===== config.mk =====
export PLATFORM = sky130hd
export DESIGN_NAME = hash_result_writer
export DESIGN_NICKNAME = d
export VERILOG_FILES = /design/src/rtl/hash_result_writer.sv
export SDC_FILE = /design/constraint.sdc
export NUM_CORES = 1
export LEC_CHECK = 0
export CORE_AREA = 4 4 136 138
export DETAILED_ROUTE_END_ITERATION = 6
export DIE_AREA = 0 0 140 142
export PLACE_DENSITY = 0.72
export REMOVE_ABC_BUFFERS = 1
export SKIP_CTS_REPAIR_TIMING = 1
export SYNTH_ARGS = -nofsm -noshare
export SYNTH_HDL_FRONTEND = slang
export SYNTH_SLANG_ARGS = --single-unit

===== constraint.sdc =====
create_clock -name clk -period 5.2 [get_ports clk]
set_input_delay 0.78 -clock clk [delete_from_list [all_inputs] [get_ports clk]]
set_output_delay 0.78 -clock clk [all_outputs]
set_load 0.01 [all_outputs]

===== src/rtl/hash_result_writer.sv =====
// Buffers incoming hash words in a small FIFO and writes them to consecutive memory addresses starting at a captured base.
// Optional macro HASH_WRITER_CHECKSUM_EN appends one XOR checksum word at base+NUM_NONCES.
module hash_result_writer #(
    parameter int NUM_NONCES = 16,
    parameter int FIFO_DEPTH = 4
) (
    input  logic        clk,
    input  logic        reset_n,
    input  logic        start,
    input  logic [15:0] output_addr,
    input  logic        in_valid,
    input  logic [31:0] in_data,
    output logic        in_ready,
    output logic        done,
    output logic        mem_clk,
    output logic        mem_we,
    output logic [15:0] mem_addr,
    output logic [31:0] mem_write_data
);

    localparam int CW = $clog2(NUM_NONCES + 1);
    localparam int PW = (FIFO_DEPTH > 1) ? $clog2(FIFO_DEPTH) : 1;

`ifdef HASH_WRITER_CHECKSUM_EN
    typedef enum logic [1:0] {IDLE, RUN, CSUM} state_t;
    logic [31:0] csum;
`else
    typedef enum logic [1:0] {IDLE, RUN} state_t;
`endif

    state_t         state;
    logic [15:0]    base;
    logic [CW-1:0]  acc_cnt;
    logic [CW-1:0]  wr_cnt;
    logic [PW-1:0]  wr_ptr;
    logic [PW-1:0]  rd_ptr;
    logic [PW:0]    fifo_cnt;
    logic [31:0]    fifo_mem [FIFO_DEPTH];

    logic fifo_full;
    logic push;
    logic pop;
    logic last_pop;

    assign mem_clk   = clk;
    assign fifo_full = (fifo_cnt == (PW+1)'(FIFO_DEPTH));
    // NOTE: in_ready decodes registered state only, so a pop in the same cycle cannot open a full FIFO.
    assign in_ready  = (state == RUN) && !fifo_full && (acc_cnt < CW'(NUM_NONCES));
    assign push      = in_valid && in_ready;
    assign pop       = (state == RUN) && (fifo_cnt != '0);
    assign last_pop  = pop && (wr_cnt == CW'(NUM_NONCES - 1));

    // NOTE: storage carries no reset; validity is defined solely by the pointers and fifo_cnt.
    always_ff @(posedge clk) begin
        if (push)
            fifo_mem[wr_ptr] <= in_data;
    end

    always_ff @(posedge clk or negedge reset_n) begin
        if (!reset_n) begin
            state          <= IDLE;
            done           <= 1'b1;
            mem_we         <= 1'b0;
            mem_addr       <= '0;
            mem_write_data <= '0;
            base           <= '0;
            acc_cnt        <= '0;
            wr_cnt         <= '0;
            wr_ptr         <= '0;
            rd_ptr         <= '0;
            fifo_cnt       <= '0;
`ifdef HASH_WRITER_CHECKSUM_EN
            csum           <= '0;
`endif
        end else begin
            case (state)
                IDLE: begin
                    mem_we <= 1'b0;
                    if (start) begin
                        base     <= output_addr;
                        acc_cnt  <= '0;
                        wr_cnt   <= '0;
                        wr_ptr   <= '0;
                        rd_ptr   <= '0;
                        fifo_cnt <= '0;
`ifdef HASH_WRITER_CHECKSUM_EN
                        csum     <= '0;
`endif
                        done     <= 1'b0;
                        state    <= RUN;
                    end else begin
                        done <= 1'b1;
                    end
                end

                RUN: begin
                    done <= 1'b0;
                    if (push) begin
                        wr_ptr  <= wr_ptr + 1'b1;
                        acc_cnt <= acc_cnt + 1'b1;
                    end
                    if (pop) begin
                        rd_ptr         <= rd_ptr + 1'b1;
                        mem_we         <= 1'b1;
                        mem_addr       <= base + 16'(wr_cnt);
                        mem_write_data <= fifo_mem[rd_ptr];
                        wr_cnt         <= wr_cnt + 1'b1;
`ifdef HASH_WRITER_CHECKSUM_EN
                        csum           <= csum ^ fifo_mem[rd_ptr];
`endif
                    end else begin
                        mem_we <= 1'b0;
                    end
                    if (push && !pop)
                        fifo_cnt <= fifo_cnt + 1'b1;
                    else if (pop && !push)
                        fifo_cnt <= fifo_cnt - 1'b1;
                    if (last_pop) begin
`ifdef HASH_WRITER_CHECKSUM_EN
                        state <= CSUM;
`else
                        state <= IDLE;
`endif
                    end
                end

`ifdef HASH_WRITER_CHECKSUM_EN
                CSUM: begin
                    done           <= 1'b0;
                    mem_we         <= 1'b1;
                    mem_addr       <= base + 16'(NUM_NONCES);
                    mem_write_data <= csum;
                    state          <= IDLE;
                end
`endif

                default: begin
                    mem_we <= 1'b0;
                    state  <= IDLE;
                end
            endcase
        end
    end

endmodule


==> results.tsv <==
metric	value	unit
min_path_type	in -> async	
synthArstFlopShare	0.396	
drive_above_1_share	0.129	
rsz0062_at_grt	no	
yosys_most_used_dff	edfxtp_1	
synth_edf_count	128	
core	17200	µm²
die_x	140	µm
worstSetupEndpointType	primary output	
synth-seq-cells	212	
num_vias	5105	
fill_cells	1300	
cts_tree	done	
finalSetupViolCount	0	
ff_latch_area	5950	µm²
clock_latency	0.63	ns
finalHoldViolations	0	
grt_pass1_wl	27.7	mm
drt_iter0_drc	351	
placed_area	9710	µm²
instances_no_fill	940	
track_usage	0.174	
pwr_density_cell	629	nW/µm²
maxCapViolations	0	
drc_errors	0	
ir_drop	392	µV
port_buffers	103	
hold_ws	0.138	ns
fp.dieH	142	µm
status	finished, final reports clean	
io_pins	104	
grt_max_degree	63	
gp_congestion	0.934	
synth_warnings	0	
start_util	0.495	
slew_viol_final	0	
placed_cells	897	
rows	48	
num-nets-final	765	
detail_route.wl_per_cell	18.0	µm
ant_nets	0	
grt_pass1_vias	5481	
syn_avg_cell_area	14.3	µm²
fin_util	0.616	
dieArea	19900	µm²
slew_headroom	0.273	
critPathArrivalTime	3.32	ns
diodes	0	
layout_commonest_cell	nand2_1	
dp_hpwl	10.4	mm
final_area	10600	µm²
crit_fanout	2	
worstSetupPathType	clk -> out	
worstPathRequired	4.42	ns
ys_types	47	
antenna_found_initial	1	
fin_skew	0.0165	ns
routed_via_density	5.43	
yosysSeqAreaShare	0.699	
tns	0	ns
multi_input_comb_area	2380	µm²
tightest_slew	1.09	ns
area_delta_synth_final	24.5	%
first_pass_iters	5	
path_clk_slew	0.06	ns
power.leakage	4.08	nW
syn_inst	596	
final_cell_mix	nand2_1, edfxtp_1, clkdlybuf4s50_1	
synth_area	8500	µm²
crit_path_start_kind	clock port	
wl	16.9	mm
grt_remaining_overflow	0	
-- worst max-delay path, stage by stage --
cell and delay (ns):
clkbuf_16 0.12, clkbuf_16 0.13, clkdlybuf4s50_1 0.47
-- path summary, 6_finish.rpt --
check,start,end,slack (ns),cells past startpoint
worst max-delay path,clk,mem_clk,1.10,3
worst min-delay path,reset_n,mem_write_data[31]$_DFFE_PN0P_,0.14,1
worst max register to register,state[0]$_DFFE_PN0P_,fifo_cnt[2]$_DFFE_PN0P_,2.57,7
worst min register to register,mem_write_data[9]$_DFFE_PN0P_,mem_write_data[9]$_DFFE_PN0P_,0.48,2
max in group asynchronous,reset_n,done$_DFF_PN1_,4.09,2
min in group clk,mem_write_data[9]$_DFFE_PN0P_,mem_write_data[9]$_DFFE_PN0P_,0.48,2
-- cell type report --
class,count,area share
multi-input cells,342,0.225
well taps,225,0.0266
clock buffers,27,0.0613
clock inverters,17,0.0227
flip-flops and latches,212,0.562
inverters,11,0.00390
repair buffers,106,0.0990
-- routing by layer --
metal,routed length [µm],track usage,up-vias
met3,1310,0.0454,29
met1,7050,0.227,2511
met4,283,0.0500,2
met5,11,0,-
met2,8240,0.292,196
li1,-,-,2367
-- sequential cells by signal, indices dropped and copies added, names as in the netlist --
| name | cells |
|---|---|
| fifo_mem | 128 |
| wr_cnt | 5 |
| rd_ptr | 2 |
| done | 1 |
| mem_write_data | 32 |
| acc_cnt | 5 |
| base | 16 |
| fifo_cnt | 3 |
| state | 1 |
| mem_we | 1 |
| mem_addr | 16 |
| wr_ptr | 2 |
-- per-stage QoR --
step	power, mW	setup slack (ns)
final	6.66	1.10
after global routing	7.07	1.09
after CTS	6.74	1.10
after detailed placement	4.90	1.37
after global placement	4.81	1.37
after floorplan	3.97	1.46
-- cell families after synthesis --
logic type	after synthesis	synth area share
XOR/XNOR	3	0.00397
buffers and inverters	42	0.0215
adder cells (fa/ha/maj)	14	0.0224
multiplexers	35	0.0883
flip-flops	212	0.699
AO/OA/AOI/OAI	61	0.0508
AND/OR/NAND/NOR	229	0.114
-- power by group --
part | internal, mW | switching (mW)
sequential | 2.35 | 0.335
combinational | 1.02 | 1.12
clock | 1.16 | 0.668
-- synth_stat cells (all sizes together), types with 2 or more instances --
master | count | share of area
nand2 | 173 | 0.076
edfxtp | 128 | 0.45
dfrtp | 83 | 0.24
mux4 | 32 | 0.085
o21ai | 18 | 0.011
clkbuf | 17 | 0.0075
buf | 14 | 0.0091
nor2 | 14 | 0.0062
nand3 | 13 | 0.0077
ha | 12 | 0.018
inv | 10 | 0.0044
o31ai | 9 | 0.010
o211ai | 7 | 0.0062
a21oi | 6 | 0.0035
and2 | 6 | 0.0044
or4 | 6 | 0.0053
a31oi | 5 | 0.0037
a2111o | 4 | 0.0053
nand4 | 4 | 0.0029
a211oi | 3 | 0.0026
mux2i | 3 | 0.0035
nor2b | 3 | 0.0022
a21o | 2 | 0.0018
and3 | 2 | 0.0015
and4 | 2 | 0.0021
fa | 2 | 0.0047
nor3b | 2 | 0.0018
o21a | 2 | 0.0018
o31a | 2 | 0.0022
xor2 | 2 | 0.0021
(Power assumes the default switching activity.)
